<file path="src/rtl/vga_timing_gen.sv">
// 640x480@60 VGA raster timing: pixel/line counters, blank, delayed hs/vs and pacing strobes.
// Optional feature: define VGA_FRAME_COUNTER_EN to add the 16-bit frame_cnt output.
`timescale 1ns/1ps

module vga_timing_gen #(
  parameter int H_ACTIVE = 640,
  parameter int H_FP     = 16,
  parameter int H_SYNC   = 96,
  parameter int H_BP     = 48,
  parameter int V_ACTIVE = 480,
  parameter int V_FP     = 10,
  parameter int V_SYNC   = 2,
  parameter int V_BP     = 33,
  parameter int SYNC_DLY = 1
) (
  input  logic        vga_clk,
  input  logic        reset_n,
  output logic [9:0]  DrawX,
  output logic [9:0]  DrawY,
  output logic        blank,
  output logic        hs,
  output logic        vs,
  output logic        line_end,
  output logic        frame_start
`ifdef VGA_FRAME_COUNTER_EN
  ,
  output logic [15:0] frame_cnt
`endif
);

  localparam int H_TOTAL = H_ACTIVE + H_FP + H_SYNC + H_BP;
  localparam int V_TOTAL = V_ACTIVE + V_FP + V_SYNC + V_BP;

  localparam logic [9:0]  H_MAX    = 10'(H_TOTAL - 1);
  localparam logic [9:0]  V_MAX    = 10'(V_TOTAL - 1);
  localparam logic [9:0]  H_ACT_W  = 10'(H_ACTIVE);
  localparam logic [9:0]  V_ACT_W  = 10'(V_ACTIVE);
  // Sync window edges can reach 1024, so they are compared at 11 bits.
  localparam logic [10:0] HS_START = 11'(H_ACTIVE + H_FP);
  localparam logic [10:0] HS_END   = 11'(H_ACTIVE + H_FP + H_SYNC);
  localparam logic [10:0] VS_START = 11'(V_ACTIVE + V_FP);
  localparam logic [10:0] VS_END   = 11'(V_ACTIVE + V_FP + V_SYNC);

  if (H_TOTAL > 1024 || V_TOTAL > 1024) begin : g_size_err
    $error("vga_timing_gen: H_TOTAL and V_TOTAL must each be <= 1024");
  end
  if (SYNC_DLY < 0 || SYNC_DLY > 3) begin : g_dly_err
    $error("vga_timing_gen: SYNC_DLY must be in 0..3");
  end

  logic [9:0] x_nxt;
  logic [9:0] y_nxt;
  logic       hs_raw;
  logic       vs_raw;

  // NOTE: every always_comb output gets a default first, so no path can infer a latch.
  always_comb begin
    x_nxt = DrawX + 10'd1;
    y_nxt = DrawY;
    if (DrawX == H_MAX) begin
      x_nxt = '0;
      y_nxt = (DrawY == V_MAX) ? 10'd0 : DrawY + 10'd1;
    end
  end

  // Strobes are decoded from the next count so they line up with DrawX/DrawY.
  // NOTE: sequential state uses non-blocking assignments so all registers update together.
  always_ff @(posedge vga_clk or negedge reset_n) begin
    if (!reset_n) begin
      DrawX       <= H_MAX;
      DrawY       <= V_MAX;
      blank       <= 1'b0;
      line_end    <= 1'b0;
      frame_start <= 1'b0;
    end else begin
      DrawX       <= x_nxt;
      DrawY       <= y_nxt;
      blank       <= (x_nxt < H_ACT_W) && (y_nxt < V_ACT_W);
      line_end    <= (x_nxt == H_MAX);
      frame_start <= (x_nxt == 10'd0) && (y_nxt == 10'd0);
    end
  end

  assign hs_raw = !(({1'b0, DrawX} >= HS_START) && ({1'b0, DrawX} < HS_END));
  assign vs_raw = !(({1'b0, DrawY} >= VS_START) && ({1'b0, DrawY} < VS_END));

  if (SYNC_DLY == 0) begin : g_nodly
    // Force the idle level while in reset even if the reset count sits inside a sync window.
    assign hs = hs_raw | ~reset_n;
    assign vs = vs_raw | ~reset_n;
  end else begin : g_dly
    logic [SYNC_DLY-1:0] hs_pipe;
    logic [SYNC_DLY-1:0] vs_pipe;

    // Stages reset to the inactive (high) sync level so no false pulse leaves the pipe.
    always_ff @(posedge vga_clk or negedge reset_n) begin
      if (!reset_n) begin
        hs_pipe <= '1;
        vs_pipe <= '1;
      end else begin
        hs_pipe[0] <= hs_raw;
        vs_pipe[0] <= vs_raw;
        for (int i = 1; i < SYNC_DLY; i++) begin
          hs_pipe[i] <= hs_pipe[i-1];
          vs_pipe[i] <= vs_pipe[i-1];
        end
      end
    end

    assign hs = hs_pipe[SYNC_DLY-1];
    assign vs = vs_pipe[SYNC_DLY-1];
  end

`ifdef VGA_FRAME_COUNTER_EN
  always_ff @(posedge vga_clk or negedge reset_n) begin
    if (!reset_n) begin
      frame_cnt <= '0;
    end else if ((x_nxt == 10'd0) && (y_nxt == 10'd0)) begin
      frame_cnt <= frame_cnt + 16'd1;
    end
  end
`endif

endmodule

</file>
<file path="config.mk">
export PLATFORM = sky130hd
export DESIGN_NAME = vga_timing_gen
export DESIGN_NICKNAME = d
export VERILOG_FILES = /design/src/rtl/vga_timing_gen.sv
export SDC_FILE = /design/constraint.sdc
export NUM_CORES = 1
export LEC_CHECK = 0
export CORE_ASPECT_RATIO = 0.8
export CORE_UTILIZATION = 50
export CTS_BUF_LIST = sky130_fd_sc_hd__clkbuf_2 sky130_fd_sc_hd__clkbuf_4 sky130_fd_sc_hd__clkbuf_8
export DETAILED_ROUTE_END_ITERATION = 7
export GPL_ROUTABILITY_DRIVEN = 0
export HOLD_SLACK_MARGIN = 0.1
export PLACE_DENSITY = 0.76
export SLEW_MARGIN = 40
export SYNTH_ARGS = -nofsm -noshare
export SYNTH_HDL_FRONTEND = slang
export SYNTH_SLANG_ARGS = --single-unit
export TNS_END_PERCENT = 1
</file>
<file path="constraint.sdc">
create_clock -name vga_clk -period 2.7 [get_ports vga_clk]
set_input_delay 0.675 -clock vga_clk [delete_from_list [all_inputs] [get_ports vga_clk]]
set_output_delay 0.675 -clock vga_clk [all_outputs]
set_load 0.05 [all_outputs]
</file>
==> flow_summary_export.csv <==
group,metric,value,unit
synthesis,ys_seq_elements,25,
synthesis,synth_edf_count,0,
critical_path,critPathTopFamily,"simple AND/OR/NAND/NOR gates",
job,drv_cap,0,
routing,wl,3370,um
routing,met2WireLength,1510,um
critical_path,critPathArrivalTime,2.67,ns
die,num_io_pins,27,
clocking,postCtsSetupRepairBufs,0,
global_route,overflow,0,
critical_path,cp-start-kind,"flop",
clocking,cts_max_level,1,
worst_hold_path,hp-class,"reg2reg",
global_route,grt_pass1_wl,5690,um
layout,fill_cells,246,
clocking,numCtsBuffers,3,
routing,vias,1250,
clocking,cts_hold_buf,0,
layout,final_util,64.5,%
die,die_y,51.2,um
routing,viasPerCell,5.73,
clocking,clockRootBuffer,"clkbuf_8",
clocking,cts_resized,0,
layout,drive_gt1_share,16.1,%
timing,rsz0062_at_grt,"false",
synthesis,avgSynthCellArea,9.78,sq um
place,dp_slack,0.229,ns
global_route,grt_pass1_vias,1179,
timing,setup_tns,0,ns
layout,num_antenna_cells,0,
critical_path,required,2.88,ns
timing,skew,0.00238,ns
power,p_int,0.482,mW
clocking,clock_sinks,25,
routing,first_iter_violations,93,
global_route,antenna_found_initial,0,
clocking,clk_pin_slew,0.09,ns
die,die_area,0.00326,sq mm
timing,layout_setup_ws,0.213,ns
layout,fin_nets,189,
global_route,grtUsageTotal,23.6,%
power,clock_power_share,37.0,%
power,p_sw_share,21.0,%
clocking,cts_tree,"done",
critical_path,slowest_stage,"dfstp_2",
timing,max_freq,0.402,GHz
layout,syn2layout_area_growth,19.5,%
clocking,insertion_delay,0.27,ns
layout,multiInputGateArea,753,sq um
critical_path,path_buf_inv,0,
critical_path,max_stage_delay,0.59,ns
routing,ant_nets,0,
timing,fin_crit,2.49,ns
layout,final_common_cell,"clkdlybuf4s50_1",
synthesis,synthesis.nets,163,
routing,routed.top_layer,"met4",
routing,wl_per_cell,15.5,um
timing,tightestPinTransition,0.571,ns
critical_path,crit_type,"reg2reg",
synthesis,async_flop_share,100,%
run_status,status,"finished, final reports clean",
critical_path,crit_fanout,7,
power,total_power,0.610,mW
global_route,grt_max_degree,26,
timing,finalCritPeriodShare,92.1,%
power,netSwitchingPower,0.128,mW
power,comb_power_share,1.5,%
synthesis,ys.flop_type,"dfrtp_1",
layout,regArea,641,sq um
timing,finalSetupViolCount,0,
place,place_hpwl,2440,um
critical_path,cp-end-kind,"flop",
synthesis,synth_cell_types,40,
timing,hold_viol,0,
die,row_count,17,
routing,first_pass_iters,5,
die,coreArea,0.00281,sq mm
power,p_seq_share,61.5,%
place,port_buffers,26,
power,vdd_ir_drop_max,181,uV
synthesis,syn_area,0.00152,sq mm
critical_path,worstPathCellList,"ha_1 > nand4b_4 > nor4_1 > xnor2_1 > nand3_1 > or3_1 > nor4_2",
power,p_leak,0.744,nW
routing,drc,0,
clocking,clock_path_buffers,2,
synthesis,ys_warn_count,0,
layout,layout_common_cells,"clkdlybuf4s50_1, nand3_1, dfrtp_1",
synthesis,synth_seq_area_share,42.3,%
routing,met3WireLength,230,um
die,initial_utilization,54.0,%
synthesis,syn_inst,155,
power,power_density,337,mW/mm^2
die,die_w,63.5,um
routing,met1Wirelength,1610,um
timing,drv_slew,0,
timing,slew_headroom,61.6,%
[cell type report]
class                           count  share of cell area [%]
Inverter                           10                    2.07
Clock buffer                        3                    2.28
Multi-Input combinational cell    112                    41.6
Tap cell                           38                    2.63
Timing Repair Buffer               29                    15.6
Clock inverter                      1                   0.415
Sequential cell                    25                    35.4
[logic make-up after synthesis]
family	Yosys count	synth area share, %
AO/OA/AOI/OAI	28	11.2
XOR/XNOR	13	7.51
adder cells (fa/ha/maj)	6	4.95
buffers and inverters	18	8.01
flip-flops	25	42.3
multiplexers	1	0.743
AND/OR/NAND/NOR	64	25.3
[path summary, 6_finish.rpt]
| path | from | to | slack [ns] | cells after the start |
|---|---|---|---|---|
| setup / recovery | DrawX[0] | frame_start | 0.21 | 7 |
| hold / removal | DrawX[0] | DrawX[0] | 0.56 | 1 |
| setup reg to reg | DrawX[0] | frame_start | 0.21 | 7 |
| hold reg to reg | DrawX[0] | DrawX[0] | 0.56 | 1 |
| max in group asynchronous | reset_n | DrawY[2] | 1.65 | 2 |
| min in group asynchronous | reset_n | DrawY[8] | 0.76 | 2 |
[worst reg2reg max path, cell delays in order, from the launching register on]
cell and delay, ns:
dfstp_2 0.59, ha_1 0.26, nand4b_4 0.16, nor4_1 0.57, xnor2_1 0.25, nand3_1 0.11
or3_1 0.33, nor4_2 0.14
[Yosys cell counts (3+ instances only)]
library cell | count | share of area [%]
and3_1 | 3 | 1.2
xor2_1 | 6 | 3.5
xnor2_1 | 7 | 4.0
nor3_1 | 7 | 2.3
ha_1 | 6 | 5.0
nand2_1 | 10 | 2.5
dfrtp_1 | 13 | 21
nor4_1 | 3 | 1.2
o21ai_0 | 12 | 4.0
clkbuf_8 | 3 | 2.7
a21oi_1 | 4 | 1.3
nand3_1 | 16 | 5.3
inv_1 | 10 | 2.5
nand4_1 | 3 | 1.2
nor2_1 | 9 | 2.2
dfstp_2 | 12 | 21
[power by group through the flow]
stage                      logic (mW)  clock network (mW)  registers [mW]
final                         0.00922               0.226           0.375
after global placement        0.00964                   0           0.382
after floorplan           0.000000363                   0           0.382
after detailed placement      0.00985                   0           0.382
after global routing           0.0111               0.255           0.375
after CTS                     0.00980               0.235           0.375
[registers in the layout, indices dropped and copies added (netlist names)]
name         flops
DrawX           10
DrawY           10
blank            1
frame_start      1
hs               1
line_end         1
vs               1
[stage by stage]
step           hold slack, ns  cells  area (sq um)
2_1_floorplan           0.379    155          1520
3_3_place_gp            0.526    214          1760
3_5_place_dp            0.531    214          1760
4_1_cts                 0.560    218          1810
5_1_grt                 0.584    218          1810
6_report                0.560    218          1810
[metal layers]
metal / global-route usage (%) / vias up
met2: 34.6 / 45
li1: - / 599
met4: 7.58 / 0
met5: 0 / -
met3: 5.80 / 2
met1: 34.1 / 604
Power figures use the tool's default switching activity.
